--- src/rtl/lcd_pkg.sv ---
// Shared definitions for the 4-bit character-LCD bus: control bit positions,
// HD44780 command opcodes/masks, bus modes and nibble phases.
package lcd_pkg;

  localparam int unsigned SHADOW_DEPTH = 32;
  localparam int unsigned ADDR_W       = 5;
  localparam int unsigned NIB_W        = 4;
  localparam int unsigned BYTE_W       = 8;
  localparam int unsigned CTRL_W       = 3;

  localparam int unsigned CTRL_RS = 2;
  localparam int unsigned CTRL_RW = 1;
  localparam int unsigned CTRL_E  = 0;

  // A command matches when (byte & mask) == opcode
  localparam logic [BYTE_W-1:0] CMD_SET_DDRAM      = 8'h80;
  localparam logic [BYTE_W-1:0] CMD_SET_DDRAM_MASK = 8'h80;
  localparam logic [BYTE_W-1:0] CMD_FUNC_SET       = 8'h20;
  localparam logic [BYTE_W-1:0] CMD_FUNC_SET_MASK  = 8'hE0;
  localparam logic [BYTE_W-1:0] CMD_DISP_CTRL      = 8'h08;
  localparam logic [BYTE_W-1:0] CMD_DISP_CTRL_MASK = 8'hF8;
  localparam logic [BYTE_W-1:0] CMD_ENTRY_MODE     = 8'h04;
  localparam logic [BYTE_W-1:0] CMD_ENTRY_MASK     = 8'hFC;
  localparam logic [BYTE_W-1:0] CMD_HOME           = 8'h02;
  localparam logic [BYTE_W-1:0] CMD_HOME_MASK      = 8'hFE;
  localparam logic [BYTE_W-1:0] CMD_CLEAR          = 8'h01;
  localparam logic [BYTE_W-1:0] CMD_CLEAR_MASK     = 8'hFF;

  localparam logic [NIB_W-1:0] NIB_FUNC_4BIT = 4'h2;

  typedef enum logic {M8 = 1'b0, M4 = 1'b1} mode_e;
  typedef enum logic {PH_HI = 1'b0, PH_LO = 1'b1} phase_e;

  function automatic logic cmd_match(input logic [BYTE_W-1:0] b,
                                     input logic [BYTE_W-1:0] mask,
                                     input logic [BYTE_W-1:0] op);
    return (b & mask) == op;
  endfunction

endpackage

--- src/rtl/lcd_bus_sync.sv ---
// Synchronizes the LCD nibble bus into clk_in and strobes on E falling edges,
// presenting RS/RW/nibble aligned with the strobe.
module lcd_bus_sync
  import lcd_pkg::*;
#(
  parameter int unsigned SYNC_STAGES = 2
) (
  input  logic              clk_in,
  input  logic              nClear,
  input  logic [NIB_W-1:0]  i_nib,
  input  logic [CTRL_W-1:0] i_ctrl,
  output logic              o_stb_c,
  output logic              o_rs,
  output logic              o_rw,
  output logic [NIB_W-1:0]  o_nib
);

  localparam int unsigned BUS_W = NIB_W + CTRL_W;

  logic [BUS_W-1:0] r_sync [SYNC_STAGES];
  logic             r_e_d;
  logic [BUS_W-1:0] w_last;

  assign w_last = r_sync[SYNC_STAGES-1];

  always_ff @(posedge clk_in) begin
    if (!nClear) begin
      for (int i = 0; i < SYNC_STAGES; i++) r_sync[i] <= '0;
      r_e_d <= 1'b0;
    end else begin
      r_sync[0] <= {i_ctrl, i_nib};
      for (int i = 1; i < SYNC_STAGES; i++) r_sync[i] <= r_sync[i-1];
      r_e_d <= w_last[NIB_W+CTRL_E];
    end
  end

  assign o_stb_c = r_e_d & ~w_last[NIB_W+CTRL_E];
  assign o_rs    = w_last[NIB_W+CTRL_RS];
  assign o_rw    = w_last[NIB_W+CTRL_RW];
  assign o_nib   = w_last[NIB_W-1:0];

endmodule

--- src/rtl/lcd_bus_monitor.sv ---
// Receiving end of the 4-bit LCD bus: assembles nibbles into bytes, decodes
// the HD44780 command subset and keeps a 32-character display shadow.
module lcd_bus_monitor
  import lcd_pkg::*;
#(
  parameter int unsigned       SYNC_STAGES = 2,
  parameter logic [BYTE_W-1:0] CLEAR_CHAR  = 8'h20
) (
  input  logic              clk_in,
  input  logic              nClear,
  input  logic [NIB_W-1:0]  lcd_data,
  input  logic [CTRL_W-1:0] lcd_ctrl,
  input  logic [ADDR_W-1:0] rd_addr,
  output logic [BYTE_W-1:0] rd_char,
  output logic              byte_valid,
  output logic [BYTE_W-1:0] byte_out,
  output logic              byte_rs,
  output logic [ADDR_W-1:0] cursor,
  output logic              disp_on,
  output logic              busy,
  output logic              err
);

  logic              w_stb_c;
  logic              w_rs;
  logic              w_rw;
  logic [NIB_W-1:0]  w_nib;
  logic              w_take;

  lcd_bus_sync #(.SYNC_STAGES(SYNC_STAGES)) u_sync (
    .clk_in  (clk_in),
    .nClear  (nClear),
    .i_nib   (lcd_data),
    .i_ctrl  (lcd_ctrl),
    .o_stb_c (w_stb_c),
    .o_rs    (w_rs),
    .o_rw    (w_rw),
    .o_nib   (w_nib)
  );

  assign w_take = w_stb_c & ~w_rw;

  mode_e             r_mode,     w_mode_nxt;
  phase_e            r_phase,    w_phase_nxt;
  logic [NIB_W-1:0]  r_hi,       w_hi_nxt;
  logic              r_bv,       w_bv_nxt;
  logic [BYTE_W-1:0] r_byte,     w_byte_nxt;
  logic              r_rs,       w_rs_nxt;
  logic [ADDR_W-1:0] r_cursor,   w_cursor_nxt;
  logic              r_id,       w_id_nxt;
  logic              r_disp_on,  w_disp_on_nxt;
  logic              r_busy,     w_busy_nxt;
  logic [ADDR_W-1:0] r_clr_cnt,  w_clr_cnt_nxt;
  logic              r_err,      w_err_nxt;
  logic [BYTE_W-1:0] r_rd_char;

  logic              w_wr_en;
  logic [ADDR_W-1:0] w_wr_addr;
  logic [BYTE_W-1:0] w_wr_data;

  logic [BYTE_W-1:0] r_shadow [SHADOW_DEPTH];

  // Next-state: clear sequencing, byte execution, then nibble assembly
  always_comb begin
    w_mode_nxt    = r_mode;
    w_phase_nxt   = r_phase;
    w_hi_nxt      = r_hi;
    w_bv_nxt      = 1'b0;
    w_byte_nxt    = r_byte;
    w_rs_nxt      = r_rs;
    w_cursor_nxt  = r_cursor;
    w_id_nxt      = r_id;
    w_disp_on_nxt = r_disp_on;
    w_busy_nxt    = r_busy;
    w_clr_cnt_nxt = r_clr_cnt;
    w_err_nxt     = r_err;
    w_wr_en       = 1'b0;
    w_wr_addr     = r_cursor;
    w_wr_data     = r_byte;

    if (r_busy) begin
      w_wr_en       = 1'b1;
      w_wr_addr     = r_clr_cnt;
      w_wr_data     = CLEAR_CHAR;
      w_clr_cnt_nxt = r_clr_cnt + ADDR_W'(1);
      if (r_clr_cnt == ADDR_W'(SHADOW_DEPTH - 1)) w_busy_nxt = 1'b0;
    end

    // The decoded byte executes on the edge that ends its byte_valid cycle
    if (r_bv) begin
      if (r_busy) begin
        w_err_nxt = 1'b1;
      end else if (r_rs) begin
        w_wr_en      = 1'b1;
        w_wr_addr    = r_cursor;
        w_wr_data    = r_byte;
        w_cursor_nxt = r_id ? r_cursor + ADDR_W'(1) : r_cursor - ADDR_W'(1);
      end else if (cmd_match(r_byte, CMD_SET_DDRAM_MASK, CMD_SET_DDRAM)) begin
        w_cursor_nxt = {r_byte[6], r_byte[3:0]};
      end else if (cmd_match(r_byte, CMD_FUNC_SET_MASK, CMD_FUNC_SET)) begin
        if (r_byte[4]) begin
          w_mode_nxt  = M8;
          w_phase_nxt = PH_HI;
        end
      end else if (cmd_match(r_byte, CMD_DISP_CTRL_MASK, CMD_DISP_CTRL)) begin
        w_disp_on_nxt = r_byte[2];
      end else if (cmd_match(r_byte, CMD_ENTRY_MASK, CMD_ENTRY_MODE)) begin
        w_id_nxt = r_byte[1];
      end else if (cmd_match(r_byte, CMD_HOME_MASK, CMD_HOME)) begin
        w_cursor_nxt = '0;
      end else if (cmd_match(r_byte, CMD_CLEAR_MASK, CMD_CLEAR)) begin
        w_cursor_nxt  = '0;
        w_id_nxt      = 1'b1;
        w_busy_nxt    = 1'b1;
        w_clr_cnt_nxt = '0;
      end
    end

    if (w_take) begin
      if (r_mode == M8) begin
        if (w_nib == NIB_FUNC_4BIT && !w_rs) begin
          w_mode_nxt  = M4;
          w_phase_nxt = PH_HI;
        end
      end else if (r_phase == PH_HI) begin
        w_hi_nxt    = w_nib;
        w_phase_nxt = PH_LO;
      end else begin
        w_byte_nxt  = {r_hi, w_nib};
        w_rs_nxt    = w_rs;
        w_bv_nxt    = 1'b1;
        w_phase_nxt = PH_HI;
      end
    end
  end

  // Reset arms a full clear from address 0
  always_ff @(posedge clk_in) begin
    if (!nClear) begin
      r_mode    <= M8;
      r_phase   <= PH_HI;
      r_hi      <= '0;
      r_bv      <= 1'b0;
      r_byte    <= '0;
      r_rs      <= 1'b0;
      r_cursor  <= '0;
      r_id      <= 1'b1;
      r_disp_on <= 1'b0;
      r_busy    <= 1'b1;
      r_clr_cnt <= '0;
      r_err     <= 1'b0;
      r_rd_char <= '0;
    end else begin
      r_mode    <= w_mode_nxt;
      r_phase   <= w_phase_nxt;
      r_hi      <= w_hi_nxt;
      r_bv      <= w_bv_nxt;
      r_byte    <= w_byte_nxt;
      r_rs      <= w_rs_nxt;
      r_cursor  <= w_cursor_nxt;
      r_id      <= w_id_nxt;
      r_disp_on <= w_disp_on_nxt;
      r_busy    <= w_busy_nxt;
      r_clr_cnt <= w_clr_cnt_nxt;
      r_err     <= w_err_nxt;
      r_rd_char <= r_shadow[rd_addr];
    end
  end

  always_ff @(posedge clk_in) begin
    if (nClear && w_wr_en) r_shadow[w_wr_addr] <= w_wr_data;
  end

  assign rd_char    = r_rd_char;
  assign byte_valid = r_bv;
  assign byte_out   = r_byte;
  assign byte_rs    = r_rs;
  assign cursor     = r_cursor;
  assign disp_on    = r_disp_on;
  assign busy       = r_busy;
  assign err        = r_err;

endmodule
--- config.mk ---
export PLATFORM = sky130hd
export DESIGN_NAME = lcd_bus_monitor
export DESIGN_NICKNAME = d
export VERILOG_FILES = /design/src/rtl/lcd_pkg.sv /design/src/rtl/lcd_bus_sync.sv /design/src/rtl/lcd_bus_monitor.sv
export SDC_FILE = /design/constraint.sdc
export NUM_CORES = 1
export LEC_CHECK = 0
export BUFFER_PORTS_ARGS = -buffer_cell sky130_fd_sc_hd__buf_2
export CORE_MARGIN = 5
export CORE_UTILIZATION = 55
export DETAILED_ROUTE_END_ITERATION = 8
export PLACE_DENSITY = 0.71
export SLEW_MARGIN = 20
export SYNTH_ARGS = -nofsm -noshare
export SYNTH_HDL_FRONTEND = slang
export SYNTH_SLANG_ARGS = --single-unit
--- constraint.sdc ---
create_clock -name clk_in -period 1.9 [get_ports clk_in]
set_input_delay 0.57 -clock clk_in [delete_from_list [all_inputs] [get_ports clk_in]]
set_output_delay 0.57 -clock clk_in [all_outputs]
set_load 0.01 [all_outputs]
==> run_results.csv <==
group,metric,value,unit
global_route,grt_pass1_vias,6946,
power,pwr_density_cell,902.4,nW/um^2
cts,clockBufferDepth,3,
timing,finalSetupViolCount,0,
global_route,antenna_found_initial,0,
worst_setup_path,cp-start-kind,"flip-flop",
power,ir_drop,0.0006068,V
min_path,hp-start,"lcd_data[3]",
cts,clock-root-buffer,"clkbuf_16",
cells_and_area,drive_gt1_share,35.52,%
placement,hpwl,17330,um
detailed_routing,wl_met2,13280,um
worst_setup_path,path_max_fanout,6,
cells_and_area,layout.nets,836,
global_route,grt-ovfl-total,0,
cts,cts_buffers,30,
timing,rsz0062_at_grt,"yes",
timing,tns,0,ns
cts,cts.sinks,309,
floorplanning,core,21760,sq um
synth,synth_compound_area_share,4.525,%
detailed_routing,wirelength,26000,um
synth,ys_seq_area_share,72.23,%
power,combinationalPowerShare,4.4,%
power,power_frac_seq,55.7,%
timing,relSlewSlack,50.10,%
timing,fin_skew,0.009390,ns
timing,fmax,533.8,MHz
min_path,hp-class,"primary input to flip-flop",
floorplanning,die_h,158.4,um
timing,finalHoldViolations,0,
detailed_routing,wl_per_cell,23.23,um
synth,synth.avg_cell_area,17.68,sq um
power,fin_total_pwr,13.17,mW
worst_setup_path,cp_data_required_time,1.33,ns
worst_setup_path,setup.reg_to_reg.worst_slack,0.05,ns
global_route,grt_max_degree,42,
min_path,whs_endpoint,"u_sync.r_sync[0][3]",
min_path,whs_path_depth,2,
power,switching_power,2.703,mW
power,p_leak,5.113,nW
power,clkPwrFrac,39.9,%
synth,yosys.area_share.simple,5.558,%
cells_and_area,syn2layout_area_growth,20.51,%
power,intPower,10.47,mW
detailed_routing,drc,0,
cells_and_area,regArea,8753,sq um
floorplanning,dieArea,25090,sq um
cells_and_area,antennaDiodeCount,0,
worst_setup_path,rr_endpoint,"r_shadow[10][3]",
synth,synthXorXnorAreaFrac,0.3616,%
cells_and_area,multi_input_comb_area,3339,sq um
worst_setup_path,slowest_delay,0.39,ns
worst_setup_path,path_cells,"buf_8 -> buf_6 -> buf_2",
synth,yosysWarnings,0,
flow_run,maxCapViolCount,0,
detailed_routing,wl_met3,2227,um
synth,async_flop_share,0,%
timing,tightest_slew,0.7468,ns
synth,synth-edff-count,256,
cts,path_clk_slew,0.06,ns
synth,mappedNetlistArea,12110,sq um
timing,finalCriticalPeriod,1.873,ns
timing,post-route-period-util,98.60,%
power,p_sw_share,20.52,%
timing,finalHoldWorstSlack,0.2275,ns
cts,h-tree-depth,1,
detailed_routing,wl_met1,10160,um
outcome,status,"finished, final reports clean",
timing,slew_violations,0,
cts,worstSkewPairLatency,0.54,ns
global_route,grt_pass1_wl,40260,um
detailed_routing,drt_iter0_drc,432,
floorplanning,ios,40,
cells_and_area,mostFrequentLayoutCells,"256 x edfxtp_1, 70 x buf_4, 56 x mux4_2",
worst_setup_path,worstRegToRegCells,6,
worst_setup_path,crit_path_top_delay_cell,"dfxtp_4",
worst_setup_path,end_kind,"output pin",
cells_and_area,fillers,1437,
synth,synth_mux_area_share,14.89,%
floorplanning,num_rows,54,
cts,cts_tree,"yes",
floorplanning,die-width,158.4,um
synth,synth_fa_ha_area_share,0.6818,%
synth,syn_inst,685,
worst_setup_path,arrival,1.30,ns
detailed_routing,dr.pass1.iters,4,
synth,ys_seq_elements,309,
placement,gp_congestion,0.8946,
detailed_routing,vias,6715,
worst_setup_path,r2r_start,"busy",
cts,holdBufCountCts,0,
synth,synth_top_family_by_area,"multiplexers",
cells_and_area,final_common_cell,"edfxtp_1",
detailed_routing,highest_layer,"met4",
detailed_routing,antenna_left,0,
synth,ys_types,53,
worst_setup_path,crit_type,"flip-flop to output pin",
floorplanning,start_util,55.67,%
global_route,track_usage,21.27,%
synth,synthFlopType,"edfxtp_1",
placement,place.port_buffers,39,
synth,syn_nets,705,
detailed_routing,vias_per_cell,6.001,
-- through the flow --
step	std cells	utilization (%)	setup slack, ns	cell area [sq um]
after floorplan	685	-	-0.06183	12220
after global placement	1060	62.32	-0.3868	13560
after detailed placement	1060	62.32	-0.3872	13560
after CTS	1117	66.67	0.004133	14500
after global routing	1119	67.09	-0.01987	14600
final	1119	67.09	0.02654	14600
-- registers in the layout (all words and copies together) (netlist names), 4 cells and up --
signal	count
byte_out	8
cursor	5
r_clr_cnt	5
r_hi	4
r_shadow	256
rd_char	8
u_sync.r_sync	14
-- worst max-delay path by stage --
stage / end / slack, ns / from / cells past startpoint
6_report: busy / 0.03 / busy / 3
2_1_floorplan: r_shadow[0][0] / -0.06 / nClear / 3
3_3_place_gp: rd_char[3] / -0.39 / rd_addr[1] / 5
4_1_cts: busy / 0.004 / busy / 3
3_5_place_dp: rd_char[3] / -0.39 / rd_addr[1] / 5
5_1_grt: r_shadow[14][3] / -0.02 / byte_rs / 6
-- critical path, delay by kind of cell, from the launching register on --
family                 cells  cell delay, ns
DFF                        1            0.39
buffers and inverters      3            0.37
-- cells by family (layout without fill, tap and decap cells) --
kind of cell               after synthesis  count (layout)
muxes                                  108             108
buffers and inverters                   48             202
AOI/OAI and AO/OA                       72              72
and+or+nand+nor                        137             137
adders and majority gates                6               6
xor gates and xnor gates                 5               5
DFF                                    309             309
-- area by class of cell --
cell class	instances	area share, %
clock inverter	19	0.6858
timing repair buffer	135	8.453
inverter	12	0.3086
clock buffer	36	5.298
tap	280	2.400
multi-input combinational	328	22.88
sequential	309	59.97
-- layer usage --
layer  GRT usage [%]  vias to the layer above
li1                -                     2978
met1           29.08                     3409
met2           36.21                      297
met3           4.050                       31
met4           4.549                        0
met5               0                        -
-- synthesized netlist by cell type, types with 10 or more instances --
library cell	instances	area (sq um)
edfxtp_1	256	7687
nor2_1	61	229.0
mux4_2	56	1261
dfxtp_1	53	1061
mux2i_1	35	350.3
nand2_1	20	75.07
clkbuf_1	18	67.56
mux2_2	17	191.4
and2_1	16	100.1
buf_2	11	55.05
inv_1	11	41.29
a31oi_1	10	62.56
-- power groups by stage --
stage / logic, mW / clock network [mW] / registers [mW]
after floorplan: 0.353 / 0 / 7.46
after global placement: 0.568 / 0 / 7.47
after detailed placement: 0.581 / 0 / 7.47
after CTS: 0.584 / 5.33 / 7.33
after global routing: 0.623 / 5.67 / 7.33
final: 0.583 / 5.26 / 7.33
-- repair_timing --
action | CTS | global route
setup endpoints to repair | 135 | 179
pin swaps | 1 | 1
resized for setup | 10 | 14
buffers inserted | 2 | 2
Note: power is estimated with default switching activity, not from simulation.
